<file path="src/rtl/mul_acc_cell_pkg.sv">
// mul_acc_cell_pkg: shared widths, extension helpers and pipeline-depth bounds
package mul_acc_cell_pkg;
  localparam int PIPE_MIN = 2;
  localparam int PIPE_MAX = 4;
  localparam int MAX_W = 256;

  function automatic int calc_rw(input int wa, input int wb, input int guard);
    return wa + wb + guard;
  endfunction

  function automatic bit pipe_ok(input int n);
    return n >= PIPE_MIN && n <= PIPE_MAX;
  endfunction

  // sign- or zero-extend the low w bits of v across all MAX_W bits
  function automatic logic [MAX_W-1:0] extend(input logic [MAX_W-1:0] v, input int w, input logic sgn);
    logic [MAX_W-1:0] hi, t;
    hi = {MAX_W{1'b1}} << w;
    t = v >> (w - 1);
    return (sgn && t[0]) ? (v | hi) : (v & ~hi);
  endfunction

  function automatic logic [MAX_W-1:0] ext_op(input logic [MAX_W-1:0] v, input int w, input logic sgn);
    return extend(v, w, sgn);
  endfunction

  // sx is the OR of both operand signed flags
  function automatic logic [MAX_W-1:0] ext_prod(input logic [MAX_W-1:0] v, input int w, input logic sx);
    return extend(v, w, sx);
  endfunction
endpackage

</file>
<file path="src/rtl/mul_acc_core.sv">
// mul_acc_core: signed (WA+1)x(WB+1) multiply keeping the low WA+WB bits, optionally registered
module mul_acc_core #(
  parameter int WA = 32,
  parameter int WB = 32,
  parameter bit REG = 1'b0
) (
  input  logic              clk,
  input  logic              reset_n,
  input  logic              en,
  input  logic signed [WA:0] a,
  input  logic signed [WB:0] b,
  output logic [WA+WB-1:0]  p
);
  localparam int PW = WA + WB;
  logic [PW-1:0] prod;
  // the low PW product bits only depend on the low PW bits of each sign-extended operand
  assign prod = PW'(a) * PW'(b);
  if (REG) begin : g_reg
    // product register doubling as pipeline stage 1
    always_ff @(posedge clk or negedge reset_n)
      if (!reset_n) p <= '0;
      else if (en) p <= prod;
  end else begin : g_comb
    logic unused;
    assign unused = &{1'b0, clk, reset_n, en};
    assign p = prod;
  end
endmodule

</file>
<file path="src/rtl/mul_acc_cell.sv">
// mul_acc_cell: multiply / multiply-accumulate cell with an enable-gated 2..4 stage pipeline
module mul_acc_cell
  import mul_acc_cell_pkg::*;
#(
  parameter int WIDTH_A = 32,
  parameter int WIDTH_B = 32,
  parameter int ACC_GUARD = 8,
  parameter int PIPE_STAGES = 2,
  localparam int RW = calc_rw(WIDTH_A, WIDTH_B, ACC_GUARD)
) (
  input  logic                   clk,
  input  logic                   reset_n,
  input  logic [PIPE_STAGES-1:0] stage_en,
  input  logic                   in_valid,
  input  logic [WIDTH_A-1:0]     src_a,
  input  logic [WIDTH_B-1:0]     src_b,
  input  logic                   src_a_signed,
  input  logic                   src_b_signed,
  input  logic                   mac_mode,
  input  logic                   acc_clr,
  output logic [RW-1:0]          result,
  output logic                   result_valid,
  output logic                   acc_ovf
);
  localparam int PW = WIDTH_A + WIDTH_B;
  localparam int L = PIPE_STAGES - 1;

  if (!pipe_ok(PIPE_STAGES)) begin : g_bad_depth
    $error("mul_acc_cell: PIPE_STAGES must lie in [%0d,%0d]", PIPE_MIN, PIPE_MAX);
  end
  if (RW > MAX_W) begin : g_bad_width
    $error("mul_acc_cell: result width exceeds the extension helpers");
  end

  logic [WIDTH_A-1:0] a_q;
  logic [WIDTH_B-1:0] b_q;
  logic sa_q, sb_q;
  logic [L-1:0] v_q, m_q, x_q;
  logic signed [WIDTH_A:0] a_x;
  logic signed [WIDTH_B:0] b_x;
  logic [PW-1:0] c_p, fin_p;
  logic [RW-1:0] prod, sum;
  logic ovf;

  // stage 0 captures operands; stages 1..L-1 carry valid, mode and extension flag
  always_ff @(posedge clk or negedge reset_n)
    if (!reset_n) begin
      a_q <= '0;
      b_q <= '0;
      sa_q <= 1'b0;
      sb_q <= 1'b0;
      v_q <= '0;
      m_q <= '0;
      x_q <= '0;
    end else begin
      if (stage_en[0]) begin
        a_q <= src_a;
        b_q <= src_b;
        sa_q <= src_a_signed;
        sb_q <= src_b_signed;
        v_q[0] <= in_valid;
        m_q[0] <= mac_mode;
        x_q[0] <= src_a_signed | src_b_signed;
      end
      for (int k = 1; k < L; k++)
        if (stage_en[k]) begin
          v_q[k] <= v_q[k-1];
          m_q[k] <= m_q[k-1];
          x_q[k] <= x_q[k-1];
        end
    end

  assign a_x = (WIDTH_A+1)'(ext_op(MAX_W'(a_q), WIDTH_A, sa_q));
  assign b_x = (WIDTH_B+1)'(ext_op(MAX_W'(b_q), WIDTH_B, sb_q));

  mul_acc_core #(.WA(WIDTH_A), .WB(WIDTH_B), .REG(PIPE_STAGES > 2)) u_core (
    .clk(clk),
    .reset_n(reset_n),
    .en(stage_en[1]),
    .a(a_x),
    .b(b_x),
    .p(c_p)
  );

  if (PIPE_STAGES == 4) begin : g_mid
    logic [PW-1:0] p2;
    // stage 2 product register for the deepest pipeline
    always_ff @(posedge clk or negedge reset_n)
      if (!reset_n) p2 <= '0;
      else if (stage_en[2]) p2 <= c_p;
    assign fin_p = p2;
  end else begin : g_nomid
    assign fin_p = c_p;
  end

  assign prod = RW'(ext_prod(MAX_W'(fin_p), PW, x_q[L-1]));
  assign sum = result + prod;
  assign ovf = (result[RW-1] == prod[RW-1]) && (sum[RW-1] != result[RW-1]);

  // final stage: product load, accumulate, clear and sticky overflow
  always_ff @(posedge clk or negedge reset_n)
    if (!reset_n) begin
      result <= '0;
      result_valid <= 1'b0;
      acc_ovf <= 1'b0;
    end else if (stage_en[L]) begin
      result_valid <= v_q[L-1];
      if (v_q[L-1]) result <= (m_q[L-1] && !acc_clr) ? sum : prod;
      else if (acc_clr) result <= '0;
      if (acc_clr) acc_ovf <= 1'b0;
      else if (v_q[L-1] && m_q[L-1] && ovf) acc_ovf <= 1'b1;
    end
endmodule

</file>
<file path="config.mk">
export PLATFORM = sky130hd
export DESIGN_NAME = mul_acc_cell
export DESIGN_NICKNAME = d
export VERILOG_FILES = /design/src/rtl/mul_acc_cell_pkg.sv /design/src/rtl/mul_acc_core.sv /design/src/rtl/mul_acc_cell.sv
export SDC_FILE = /design/constraint.sdc
export NUM_CORES = 2
export LEC_CHECK = 0
export CORE_MARGIN = 2
export CORE_UTILIZATION = 40
export DETAILED_ROUTE_END_ITERATION = 10
export GPL_TIMING_DRIVEN = 0
export SYNTH_ARGS = -nofsm -noshare
export SYNTH_HDL_FRONTEND = slang
export SYNTH_HIERARCHICAL = 1
export SYNTH_SLANG_ARGS = --single-unit
</file>
<file path="constraint.sdc">
create_clock -name clk -period 11.1 [get_ports clk]
set_input_delay 1.665 -clock clk [delete_from_list [all_inputs] [get_ports clk]]
set_output_delay 1.665 -clock clk [all_outputs]
set_load 0.01 [all_outputs]
</file>
==> summary.md <==
| Metric | Value |
|---|---|
| Final period utilization | `between 90% and 100%` |
| Asr flop ratio synth | `100%` |
| CTS tree | `built` |
| Hold Path Cell Cnt | `2` |
| Drt initial violations | `3,142` |
| Synth Area in XOR/XNOR | `about 2.5%` |
| Largest family of logic cells by synthesized area | `adder cells` |
| Number of max-cap violations | `0` |
| Syn Area/Cell | `9.20 µm²` |
| CP Capture Type | `flop` |
| GRT Total Usage | `29.1%` |
| Status | `completed` |
| Vias in the first global route | `39,545` |
| Count leader, synth | `fa_1` |
| Final Slew Violations | `0` |
| Slew HR | `10.6%` |
| Total Wirelength | `175 mm` |
| Largest net degree at the start of global routing | `98` |
| Stages on the worst setup path | `37` |
| Sequential share of the synthesized area | `7.41%` |
| Synth area leaders | `fa_1, inv_1, dfrtp_1` |
| Layout cells sized above 1 | `7.66%` |
| Yosys top cell area share | `between 40% and 50%` |
| Synth Cell Area | `48,300 µm²` |
| Unrepaired setup endpoints after global routing | `yes` |
| Buf+Inv Stages, Crit Path | `5` |
| Num CTS Buffers | `17` |
| Compound-Gate Fraction of Synth Area | `7.87%` |
| Endpoints failing hold | `0` |
| Number of distinct library cells after synthesis | `94` |
| Die area | `between 100,000 and 150,000 µm²` |
| Final cell count without fillers | `7,062` |
| Yosys reg bits | `143` |
| Fillers | `11,963` |
| Initial Util | `40.3%` |
| Clk Latency, worst-skew pair | `0.55 ns` |
| Routed WL per cell | `about 25 µm` |
| Gpl congestion | `1.03` |
| Grt ovf | `0` |
| Delay-heaviest family, CP | `adder cells` |
| Synthesis-to-finish area growth | `10.3%` |
| Worst setup path start | `b_q[30]$_DFFE_PN0P_` |
| CTS root buf | `clkbuf_16` |
| Multiplexer share of the synthesized area | `1.65%` |
| Fin crit period | `~11 ns` |
| CP Max Fanout | `10` |
| Worst path slowest cell | `clkbuf_1` |
| IO Pins | `147` |
| Final #Nets | `6,912` |
| First-pass GRT wire length | `258 mm` |
| Crit path kind | `reg2reg` |
| Cell mode on critical path | `fa_1` |
| FMAX | `approximately 92 MHz` |
| Reg-to-reg slack, setup | `0.24 ns` |
| Reg-to-Reg Start | `b_q[30]$_DFFE_PN0P_` |
| Pin slew with the least headroom to its limit | `1.34 ns` |
| Syn Inst Count | `about 5,200` |
| Via density | `roughly 5.4` |
| Worst hold path class | `reg2reg` |
| Port buffer count | `145` |
| Main synth FF type | `dfrtp_1` |
| Synth Area in Adders | `54.0%` |
| Worst setup path endpoint | `result[68]$_DFFE_PN0P_` |
| Vias after detailed routing | `37,944` |
| EDFF count, synth | `0` |
| Placed instance area | `51,800 µm²` |
| Die width | `351 µm` |
| Post-synth top area cell | `fa_1` |
| Sequential Area | `3610 µm²` |
| YS warnings | `6` |
| Htree depth | `4` |
| Post-Layout Inst Area | `53,200 µm²` |
| Die height | `between 300 and 400 µm` |
| Synth top cells by count | `fa_1, inv_1, nand2_1` |
| CTS sink cnt | `143` |
| First drt pass iteration count | `6` |
| Worst R2R End | `result[68]$_DFFE_PN0P_` |
| Critical path data arrival time | `around 11 ns` |
| Placed insts | `7,005` |
| Core ar. | `120,000 µm²` |
| CP max stage delay | `0.77 ns` |
| Post-Synth Simple-Gate Area | `15.8%` |
| Multi-input gate area | `between 30,000 and 40,000 µm²` |
| Clock transition at path regs | `0.08 ns` |
| Worst Reg-to-Reg Cells | `37` |
| Final setup violation count | `0` |
| Startpoint class of the critical path | `flop` |
| Clk buf depth | `2` |
| Initial antenna violation count | `17` |
| Routed Antenna Nets | `0` |
| Drt drc | `0` |
| Site Rows | `~130` |
| Worst Skew | `approximately 0.028 ns` |
| Hold slack final | `0.488 ns` |
| Syn nets | `6,729` |
| HPWL Detailed | `about 140 mm` |
| CP required | `around 12 ns` |
what timing repair did:
item                                    CTS  global route
hold buffers                              0             0
gates resized for setup                 155           277
pin swaps                                 5            20
hold endpoints to repair                  0             0
cloned                                    0             0
endpoints found under the setup margin   31            18
setup buffers                            10            11
cell type report:
| class | count | share of cell area [%] |
|---|---|---|
| antenna | 7 | 0.0329 |
| buffer | 263 | 2.56 |
| clock buffer | 19 | 0.832 |
| clock inverter | 13 | 0.244 |
| inverter | 1109 | 7.84 |
| multi-input combinational | 3729 | 74.8 |
| sequential | 143 | 6.78 |
| tap | 1612 | 3.79 |
| timing repair buffer | 167 | 3.11 |
through the flow:
| stage | utilization, % | worst slack [ns] | TNS, ns |
|---|---|---|---|
| finish | 44.4 | 0.240 | 0 |
| global route | 44.4 | -0.0288 | -0.0409 |
| detailed placement | 43.2 | -2.51 | -27.56 |
| CTS | 44.0 | 0.00807 | 0 |
| floorplan | - | 1.02 | 0 |
| global placement | 43.2 | -2.68 | -30.48 |
registers in the layout, indices dropped and copies added, names as in the netlist:
name	cells
x_q	1
a_q	32
sb_q	1
m_q	1
result_valid	1
v_q	1
result	72
sa_q	1
acc_ovf	1
b_q	32
layer usage:
metal / part of all wire, % / vias up / global-route usage, %
met5: 0.031 / - / 0
met4: 7.2 / 8 / 18.0
met3: 9.4 / 406 / 6.46
met2: 45 / 1742 / 44.8
met1: 39 / 19621 / 37.4
li1: - / 16167 / -
worst reg2reg max path: cells and delay by family (launching register included):
family                     cells  cell delay, ns
AOI/OAI and AO/OA             16            3.23
xor gates and xnor gates       1            0.16
adders and majority gates     10            4.65
buffers and inverters          5            1.26
DFF                            1            0.70
and+or+nand+nor                5            0.78
kinds of logic (layout without fill, tap and decap cells):
logic type | after synthesis | count (layout)
simple gates | 1519 | 1519
mux | 71 | 71
flops | 143 | 143
fa+ha+maj | 1409 | 1409
compound gates | 592 | 592
other cells | 0 | 7
buf+inv | 1375 | 1571
xor+xnor | 138 | 138
cells in the final DEF, fill, tap and decap left out, types with 7 or more instances in the layout:
cell type / instances
a211oi_1: 9
a21o_1: 74
a21oi_1: 179
a21oi_2: 9
a22o_1: 8
a22oi_1: 24
a31oi_1: 12
and2_1: 556
and3_1: 22
buf_2: 14
buf_4: 31
clkbuf_1: 101
clkbuf_16: 17
clkbuf_2: 90
clkbuf_4: 39
clkdlybuf4s50_1: 144
dfrtp_1: 118
dfrtp_2: 24
diode_2: 7
fa_1: 1115
fa_2: 11
ha_1: 275
ha_2: 8
inv_1: 1103
mux2_2: 68
nand2_1: 642
nand2b_1: 19
nand3_1: 28
nand4_1: 26
nor2_1: 113
nor2b_1: 39
nor3_1: 24
o21a_1: 11
o21ai_0: 129
o21ai_1: 22
o21bai_1: 20
xnor2_1: 77
xor2_1: 59
how the worst min path moves through the flow:
stage / startpoint / end / slack, ns
floorplan: sa_q$_DFFE_PN0P_ / sa_q$_DFFE_PN0P_ / 0.47
global placement: acc_ovf$_DFFE_PN0P_ / acc_ovf$_DFFE_PN0P_ / 0.47
CTS: acc_ovf$_DFFE_PN0P_ / acc_ovf$_DFFE_PN0P_ / 0.50
finish: acc_ovf$_DFFE_PN0P_ / acc_ovf$_DFFE_PN0P_ / 0.49
global route: sa_q$_DFFE_PN0P_ / sa_q$_DFFE_PN0P_ / 0.54
detailed placement: acc_ovf$_DFFE_PN0P_ / acc_ovf$_DFFE_PN0P_ / 0.48
Power is left out: the tool's default activity adds up to more than one toggle a clock period on the data nets, which glitch-free logic cannot reach.
